`src/rtl/i2s_pkg.sv`:
```
// i2s_pkg: constants and lock-state encoding shared by the I2S receiver and
// the mixer's I2S transmitter. A frame is two 32-bit slots (left, then right).
package i2s_pkg;

  localparam int I2S_SLOT_BITS  = 32;
  localparam int I2S_FRAME_BITS = 64;

  typedef enum logic [1:0] {
    UNLOCKED = 2'd0,
    SEEK_L   = 2'd1,
    LOCKED   = 2'd2
  } lock_state_t;

endpackage

```
`src/rtl/i2s_s2p_if.sv`:
```
// i2s_s2p_if: bundles the I2S serial pins and the parallel sample outputs of
// the receiver.
//   master : the I2S source / mixer side (drives pins, reads samples)
//   slave  : the receiver (reads pins, drives samples and strobes)
// bitNum must match the receiver's bitNum.
interface i2s_s2p_if #(parameter int bitNum = 16) ();

  logic              clock_bit;
  logic              clock_lr;
  logic              data_in;
  logic [bitNum-1:0] data_l;
  logic [bitNum-1:0] data_r;
  logic              data_valid;
  logic              frame_err;

  modport master (
    output clock_bit, clock_lr, data_in,
    input  data_l, data_r, data_valid, frame_err
  );

  modport slave (
    input  clock_bit, clock_lr, data_in,
    output data_l, data_r, data_valid, frame_err
  );

endinterface

```
`src/rtl/i2s_sync3.sv`:
```
// i2s_sync3: two-flop synchroniser followed by one history flop.
//   clock_in : sampling clock
//   reset_n  : async active-low reset
//   d        : asynchronous input
//   level    : synchronised level (second flop)
//   rise     : one-cycle pulse on a synchronised rising edge
// All I2S pins use this same block so their pipeline delays are identical.
module i2s_sync3 (
  input  logic clock_in,
  input  logic reset_n,
  input  logic d,
  output logic level,
  output logic rise
);

  logic [2:0] sync_q;

  always_ff @(posedge clock_in or negedge reset_n) begin
    if (!reset_n) begin
      sync_q <= 3'b000;
    end else begin
      sync_q <= {sync_q[1:0], d};
    end
  end

  assign level = sync_q[1];
  assign rise  = sync_q[1] & ~sync_q[2];

endmodule

```
`src/rtl/i2s_s2p.sv`:
```
// i2s_s2p: standard-I2S serial-to-parallel receiver, oversampled by clock_in.
//   clock_in : system clock, >= 4x bit clock
//   reset_n  : async active-low reset
//   bus      : i2s_s2p_if slave (clock_bit, clock_lr, data_in in;
//              data_l, data_r, data_valid, frame_err out)
// One left/right pair is presented per frame with a one-cycle data_valid.
//
// state    | meaning
// ---------+------------------------------------------------------------
// UNLOCKED | after reset, waiting for an LR falling boundary
// SEEK_L   | frame start seen, waiting for the left slot to complete
// LOCKED   | aligned; right-slot completion may publish a pair
module i2s_s2p
  import i2s_pkg::*;
#(
  parameter int bitNum = 16
) (
  input logic      clock_in,
  input logic      reset_n,
  i2s_s2p_if.slave bus
);

  localparam logic [5:0] BIT_LIMIT = 6'(bitNum);
  localparam logic [5:0] CNT_SAT   = 6'(I2S_SLOT_BITS);

  logic bclk_level_unused;
  logic bit_ev;
  logic lr_s;
  logic lr_rise_unused;
  logic din_s;
  logic din_rise_unused;

  i2s_sync3 u_sync_bclk (
    .clock_in (clock_in),
    .reset_n  (reset_n),
    .d        (bus.clock_bit),
    .level    (bclk_level_unused),
    .rise     (bit_ev)
  );

  i2s_sync3 u_sync_lr (
    .clock_in (clock_in),
    .reset_n  (reset_n),
    .d        (bus.clock_lr),
    .level    (lr_s),
    .rise     (lr_rise_unused)
  );

  i2s_sync3 u_sync_din (
    .clock_in (clock_in),
    .reset_n  (reset_n),
    .d        (bus.data_in),
    .level    (din_s),
    .rise     (din_rise_unused)
  );

  lock_state_t       state_q, state_d;
  logic              lr_prev;
  logic              prev_valid;
  logic [5:0]        bit_cnt;
  logic [bitNum-1:0] shreg;
  logic [bitNum-1:0] left_hold;
  logic              left_ok;
  logic [bitNum-1:0] data_l_q, data_r_q;
  logic              valid_q, err_q;

  logic boundary, lr_rise, lr_fall, slot_full;
  logic valid_d, err_d;

  // The first bit event after reset has no previous LR to compare with, so
  // it can never be a boundary (avoids a phantom edge against the reset value).
  assign boundary  = bit_ev & prev_valid & (lr_s ^ lr_prev);
  assign lr_rise   = boundary & lr_s;
  assign lr_fall   = boundary & ~lr_s;
  assign slot_full = (bit_cnt >= BIT_LIMIT);

  always_ff @(posedge clock_in or negedge reset_n) begin
    if (!reset_n) begin
      state_q <= UNLOCKED;
    end else begin
      state_q <= state_d;
    end
  end

  always_comb begin
    state_d = state_q;
    valid_d = 1'b0;
    err_d   = 1'b0;
    case (state_q)
      UNLOCKED: if (lr_fall) state_d = SEEK_L;
      SEEK_L:   if (lr_rise) state_d = LOCKED;
      LOCKED:   state_d = LOCKED;
      default:  state_d = UNLOCKED;
    endcase
    valid_d = lr_fall & slot_full & left_ok & (state_q == LOCKED);
    err_d   = boundary & ~slot_full;
  end

  always_ff @(posedge clock_in or negedge reset_n) begin
    if (!reset_n) begin
      lr_prev    <= 1'b0;
      prev_valid <= 1'b0;
      bit_cnt    <= 6'd0;
      shreg      <= '0;
      left_hold  <= '0;
      left_ok    <= 1'b0;
    end else if (bit_ev) begin
      lr_prev    <= lr_s;
      prev_valid <= 1'b1;
      if (boundary) begin
        // The bit on a boundary event is the previous slot's LSB: dropped.
        bit_cnt <= 6'd0;
        shreg   <= '0;
        if (lr_rise) begin
          if (slot_full) begin
            left_hold <= shreg;
            left_ok   <= 1'b1;
          end else begin
            left_ok   <= 1'b0;
          end
        end
      end else begin
        if (bit_cnt < BIT_LIMIT) begin
          shreg <= bitNum'({shreg, din_s});
        end
        if (bit_cnt != CNT_SAT) begin
          bit_cnt <= bit_cnt + 6'd1;
        end
      end
    end
  end

  always_ff @(posedge clock_in or negedge reset_n) begin
    if (!reset_n) begin
      data_l_q <= '0;
      data_r_q <= '0;
      valid_q  <= 1'b0;
      err_q    <= 1'b0;
    end else begin
      valid_q <= valid_d;
      err_q   <= err_d;
      if (valid_d) begin
        data_l_q <= left_hold;
        data_r_q <= shreg;
      end
    end
  end

  assign bus.data_l     = data_l_q;
  assign bus.data_r     = data_r_q;
  assign bus.data_valid = valid_q;
  assign bus.frame_err  = err_q;

endmodule
```
`src/flat_wrapper.sv`:
```
// flat-port wrapper written by rule: the top's interface ports become plain ports
module i2s_s2p_flat import i2s_pkg::*;
#(
  parameter int bitNum = 16
)
  (clock_in, reset_n, bus_clock_bit, bus_clock_lr, bus_data_in, bus_data_l, bus_data_r, bus_data_valid, bus_frame_err);
  i2s_s2p_if #(.bitNum(bitNum)) bus_i ();
  input logic clock_in;
  input logic reset_n;
  input wire logic [$bits(bus_i.clock_bit)-1:0] bus_clock_bit;
  input wire logic [$bits(bus_i.clock_lr)-1:0] bus_clock_lr;
  input wire logic [$bits(bus_i.data_in)-1:0] bus_data_in;
  output wire logic [$bits(bus_i.data_l)-1:0] bus_data_l;
  output wire logic [$bits(bus_i.data_r)-1:0] bus_data_r;
  output wire logic [$bits(bus_i.data_valid)-1:0] bus_data_valid;
  output wire logic [$bits(bus_i.frame_err)-1:0] bus_frame_err;
  assign bus_i.clock_bit = bus_clock_bit;
  assign bus_i.clock_lr = bus_clock_lr;
  assign bus_i.data_in = bus_data_in;
  assign bus_data_l = bus_i.data_l;
  assign bus_data_r = bus_i.data_r;
  assign bus_data_valid = bus_i.data_valid;
  assign bus_frame_err = bus_i.frame_err;
  i2s_s2p #(.bitNum(bitNum)) u_core (.clock_in(clock_in), .reset_n(reset_n), .bus(bus_i));
endmodule
```
`config.mk`:
```
export PLATFORM = sky130hd
export DESIGN_NAME = i2s_s2p_flat
export DESIGN_NICKNAME = d
export VERILOG_FILES = /design/src/rtl/i2s_pkg.sv /design/src/rtl/i2s_s2p_if.sv /design/src/rtl/i2s_sync3.sv /design/src/rtl/i2s_s2p.sv /design/src/flat_wrapper.sv
export SDC_FILE = /design/constraint.sdc
export NUM_CORES = 1
export LEC_CHECK = 0
export CAP_MARGIN = 20
export CORE_ASPECT_RATIO = 0.5
export CORE_UTILIZATION = 60
export DETAILED_ROUTE_END_ITERATION = 12
export DONT_BUFFER_PORTS = 1
export PLACE_DENSITY = 0.78
export RECOVER_POWER = 25
export SYNTH_ARGS = -nofsm -noshare
export SYNTH_HDL_FRONTEND = slang
export SYNTH_HIERARCHICAL = 1
export SYNTH_SLANG_ARGS = --single-unit
```
`constraint.sdc`:
```
create_clock -name clock_in -period 2.25 [get_ports clock_in]
set_input_delay 0.45 -clock clock_in [delete_from_list [all_inputs] [get_ports clock_in]]
set_output_delay 0.45 -clock clock_in [all_outputs]
set_load 0.02 [all_outputs]
```
==> results.yml <==
outcome:
  run_status: "complete, but fails checks"
  violations: "hold timing"
setup_path:
  path_cells: "nor2b_4 -> nand2_2 -> nor4b_4 -> buf_4 -> mux2_2"
  worst-r2r-setup-slack_ns: 0.33
  critPathMaxFanout: 17
  rr_startpoint: "u_core/u_sync_bclk/sync_q[2]"
  reg2regPathDepth: 5
  critPathCaptureType: "flop"
  arrival_ns: 2.14
  crit_path_start_kind: "flop"
  r2r_end: "u_core/left_hold[6]"
  worstSetupPathType: "flop to flop"
  cp_slowest_cell: "dfrtp_1"
  required_ns: 2.47
  critPathMaxStageDelay_ns: 0.40
timing:
  setup_violations: 0
  maxSlewViolCount: 0
  timing.fmax_mhz: 519.8
  fin_hold_ws_ns: -0.1914
  setup_tns_ns: 0
  finalCriticalPeriod_ns: 1.924
  hold_viol: 84
  fin_skew_ns: 0.003800
  worstMarginPinSlew_ns: 0.5938
  period_share: 0.8551
  rsz0062_at_grt: "no"
  relSlewSlack: 0.6027
  fin_ws_ns: 0.3260
synthesis:
  syn_avg_cell_area_um2: 13.32
  postSynthCellCount: 254
  netlist_area_mm2: 0.003383
  yosysWarnings: 6
  synth_fp_nets: 265
floorplan:
  coreArea_mm2: 0.005180
  initial_core_util: 0.6531
  ios: 39
  die_area_mm2: 0.005962
  rows: 18
  die_x_um: 108.2
  die_y_um: 55.10
global_route:
  grt_max_degree: 85
  track_usage: 0.2201
  antenna_found_initial: 0
  grt_pass1_wl_um: 9232
  grt.overflow.total: 0
  grt_pass1_vias: 1939
clock_tree:
  cts_tree: "done"
  cts_max_level: 3
  path_clk_slew_ns: 0.06
  cts_root_buf: "clkbuf_16"
  cts_buffers: 9
  cts_setup_buffers: 0
  cts_buffer_depth: 2
  clock-sinks: 84
  clk_latency_ns: 0.33
place:
  port_buffers: 0
  place_ws_ns: 0.3472
  dp_hpwl_um: 3569
  routabilityCongestion: 0.8247
  place_area_mm2: 0.003451
final_layout:
  nNetsFinal: 268
  drive_gt1_frac: 0.2977
  postLayoutCoreUtil: 0.7290
  antenna_cells: 0
  syn2layout_area_growth_pct: 11.61
  fill_cells: 321
  final_area_mm2: 0.003776
route:
  drc: 0
  routed_wl_um: 5755
  routedWlPerCell_um: 17.33
  drt_pass1_iterations: 4
  drt_iter0_markers: 85
  vias: 1929
  viasPerCell: 5.810
  detail-route-antenna-nets: 0
power_and_ir_drop:
  leakage_nw: 1.815
  p_per_area_mw_per_mm2: 948.1
  ir_drop_v: 0.0008114
job:
  cap_violations: 0
hold_path:
  min_path_type: "input port to async pin"
==> through the flow <==
stage          power, mW  instances
5_1_grt            3.740        332
3_3_place_gp       1.994        316
3_5_place_dp       2.026        316
2_1_floorplan      1.938        254
6_report           3.580        332
4_1_cts            3.610        332
==> layout make-up <==
type                    instances  area, um2  area share
clock inverters                 6      86.33     0.02286
clock buffers                  10      239.0     0.06329
multi-input cells             153       1200      0.3178
flip-flops and latches         84       2102      0.5567
well taps                      70      87.58     0.02319
inverters                       5      18.77    0.004970
repair buffers                  4      42.54     0.01127
==> cell usage in the layout, fill, tap and decap left out, types with 2 or more instances in the layout <==
cell       instances
o21ai_0            5
ha_1               6
a311oi_1           2
o31ai_1            2
dfrtp_1           84
xor2_1             3
mux2i_1            3
bufinv_16          2
inv_1              5
nand2_1           36
mux2_2            50
nor2_1             4
clkinv_2           2
a211oi_1           2
nor3_1             2
a21oi_1           18
clkbuf_16          9
nand4_1            3
buf_4              3
==> worst max-delay path by stage <==
stage | startpoint | end | slack (ns) | cells past startpoint
floorplan | u_core/u_sync_bclk/sync_q[2] | u_core/left_hold[10] | 0.54 | 5
global placement | u_core/u_sync_bclk/sync_q[2] | u_core/left_hold[0] | 0.40 | 5
detailed placement | u_core/u_sync_bclk/sync_q[2] | u_core/left_hold[3] | 0.35 | 5
CTS | u_core/u_sync_bclk/sync_q[2] | u_core/left_hold[2] | 0.33 | 5
global route | u_core/u_sync_bclk/sync_q[2] | u_core/left_hold[3] | 0.21 | 5
finish | u_core/u_sync_bclk/sync_q[2] | u_core/left_hold[6] | 0.33 | 5
==> state kept, by name, summed over array words and instances (netlist names) <==
| signal | cells |
|---|---|
| u_core/bus.data_valid | 1 |
| u_core/shreg | 16 |
| u_core/state_q | 2 |
| u_core/bit_cnt | 6 |
| u_core/lr_prev | 1 |
| u_core/bus.data_r | 16 |
| u_core/bus.frame_err | 1 |
| u_core/u_sync_lr/sync_q | 2 |
| u_core/left_ok | 1 |
| u_core/left_hold | 16 |
| u_core/u_sync_din/sync_q | 2 |
| u_core/bus.data_l | 16 |
| u_core/u_sync_bclk/sync_q | 3 |
| u_core/prev_valid | 1 |
==> worst max-delay path, delay by kind of cell, from the launching register on <==
family,cells,cell delay [ns]
AND/OR/NAND/NOR,3,0.73
multiplexers,1,0.37
flip-flops,1,0.40
buffers and inverters,1,0.30
==> routing by layer <==
metal | GRT usage | up-vias | part of all wire
li1 | - | 891 | -
met1 | 0.2622 | 985 | 0.45
met5 | 0 | - | 0
met2 | 0.3652 | 46 | 0.49
met3 | 0.1007 | 7 | 0.049
met4 | 0.07306 | 0 | 0.012
==> power by group <==
group,internal (mW),leakage [nW],switching (mW)
clock network,1.00,0.159,0.568
logic,0.145,0.516,0.200
registers,1.58,1.14,0.0839
total,2.73,1.82,0.852
==> what timing repair did <==
action,CTS,global route
gates resized for setup,0,0
hold endpoints to repair,84,84
endpoints found under the setup margin,0,0
Note: power is estimated with default switching activity, not from simulation.
==> patch, RTL diff (same flow settings) <==
`bitNum` is set to 16 in 3 places; all go to 32.
--- a/src/rtl/i2s_s2p_if.sv
+++ b/src/rtl/i2s_s2p_if.sv
@@ -3,7 +3,7 @@
 //   master : the I2S source / mixer side (drives pins, reads samples)
 //   slave  : the receiver (reads pins, drives samples and strobes)
 // bitNum must match the receiver's bitNum.
-interface i2s_s2p_if #(parameter int bitNum = 16) ();
+interface i2s_s2p_if #(parameter int bitNum = 32) ();
 
   logic              clock_bit;
   logic              clock_lr;
--- a/src/rtl/i2s_s2p.sv
+++ b/src/rtl/i2s_s2p.sv
@@ -13,7 +13,7 @@
 module i2s_s2p
   import i2s_pkg::*;
 #(
-  parameter int bitNum = 16
+  parameter int bitNum = 32
 ) (
   input logic      clock_in,
   input logic      reset_n,
--- a/src/flat_wrapper.sv
+++ b/src/flat_wrapper.sv
@@ -1,7 +1,7 @@
 // flat-port wrapper written by rule: the top's interface ports become plain ports
 module i2s_s2p_flat import i2s_pkg::*;
 #(
-  parameter int bitNum = 16
+  parameter int bitNum = 32
 )
   (clock_in, reset_n, bus_clock_bit, bus_clock_lr, bus_data_in, bus_data_l, bus_data_r, bus_data_valid, bus_frame_err);
   i2s_s2p_if #(.bitNum(bitNum)) bus_i ();
Interface: changed (resized bus_data_l and bus_data_r); port bits go from 39 to 71. The function was not compared with the original's and may differ.
==> patch against the original RTL <==
The flow still finishes with violations (hold timing); routed wire length grew 79%; via count up 69%; cell area is 70% higher; global-route usage up 0.80 points; power is 61% higher; synthesized area rose by 72%; sequential cell count increased by 64; worst setup slack got worse by 0.042 ns; largest cell class unchanged.
==> patch: results <==
metrics = {
    "timing": {
        "hold_viol": 148,
        "final-setup-viol-count": 0,
        "slew_headroom": 0.697,
        "timing.hold.ws_ns": -0.262,
        "finClkSkew_ns": 0.00767,
    },
    "clock_network": {
        "clk_path_buf_depth": 2,
        "clkLatencyLatePin_ns": 0.40,
        "cts_made_buffers": 17,
        "root_buffer": "clkbuf_16",
        "htree_levels": 4,
        "clk_pin_slew_ns": 0.06,
        "cts_resized": 0,
        "post-cts-setup-buffers": 0,
    },
    "drt": {
        "routed_wl_mm": 10.3,
        "via_per_inst": 5.70,
        "detail_route.first_pass.iterations": 4,
        "drtIter0Drc": 272,
    },
    "grt": {
        "grt_pass1_wl_mm": 17.4,
        "grt_start_max_net_pins": 149,
        "grt_usage": 0.228,
        "antenna_found_initial": 0,
        "grt_pass1_vias": 3398,
    },
    "run_status": {
        "run_status": "complete, but fails checks",
        "violations": "hold timing",
    },
    "pwr": {
        "p_leak_nw": 3.12,
        "ir_drop_uv": 594,
    },
    "synthesis": {
        "synth-warning-count": 6,
        "synth_fp_nets": 434,
        "synthCells": 423,
    },
    "worst_setup_path": {
        "arrival_ns": 2.25,
        "cp_max_fo": 20,
    },
    "placement": {
        "port_buffers": 0,
        "gp_congestion": 0.787,
        "dp.cells": 539,
        "hpwlAfterDp_mm": 6.23,
    },
    "cells_and_area": {
        "antennaDiodeCount": 0,
        "drive_gt1_frac": 0.306,
        "instances_no_fill": 571,
        "nNetsFinal": 439,
    },
    "hold_path": {
        "hp-class": "in -> async",
    },
}
==> patch: cell types whose count changed in the layout (fill, tap and decap cells not counted), moves of 4 or more <==
cell / delta
mux2_2: +39
buf_4: +4
mux2_1: +9
clkbuf_16: +8
nand2_1: +34
a21oi_1: +15
dfrtp_1: +64
clkinvlp_4: +4
==> patch: critical path, stage by stage (launching register included) <==
cell,delay (ns)
dfrtp_1,0.40
nor2b_4,0.30
nand3_2,0.20
nor3b_4,0.23
buf_4,0.33
mux2_2,0.38
==> patch: layout make-up <==
| cell class | instances | area [um2] |
|---|---|---|
| well taps | 130 | 163 |
| multi-input cells | 249 | 1940 |
| repair buffers | 8 | 72.6 |
| clock buffers | 19 | 433 |
| fillers | 595 | 2610 |
| clock inverters | 13 | 110 |
| flip-flops and latches | 148 | 3700 |
| inverters | 4 | 15.0 |
==> patch: worst paths after layout <==
| check | startpoint | end | slack, ns | cells past startpoint |
|---|---|---|---|---|
| setup reg to reg | u_core/u_sync_bclk/sync_q[2] | u_core/left_hold[19] | 0.28 | 5 |
| setup / recovery | u_core/u_sync_bclk/sync_q[2] | u_core/left_hold[19] | 0.28 | 5 |
| hold / removal | reset_n | u_core/u_sync_bclk/sync_q[0] | -0.26 | 0 |
| hold reg to reg | u_core/u_sync_lr/sync_q[0] | u_core/u_sync_lr/sync_q[1] | 0.35 | 0 |
| max in group asynchronous | reset_n | u_core/left_ok | 2.25 | 0 |
| min in group clock_in | bus_clock_lr | u_core/u_sync_lr/sync_q[0] | 0.07 | 0 |
==> patch: per-stage QoR <==
stage	area [um2]	total power [mW]	setup slack (ns)	util
after global routing	6430	5.98	0.152	0.712
after global placement	5890	3.18	0.409	0.652
after CTS	6430	5.81	0.290	0.712
final	6430	5.77	0.284	0.712
after floorplan	5810	3.13	0.652	-
after detailed placement	5890	3.23	0.305	0.652
==> patch: power breakdown <==
| part | switching, mW | internal [mW] |
|---|---|---|
| Combinational | 0.224 | 0.147 |
| Clock | 1.06 | 1.51 |
| Sequential | 0.0907 | 2.73 |
==> patch: metal layers <==
layer  GRT usage  wire length [um]
met4      0.0966               122
met1       0.287              4340
met3      0.0682               781
met2       0.375              5040
met5           0                 0
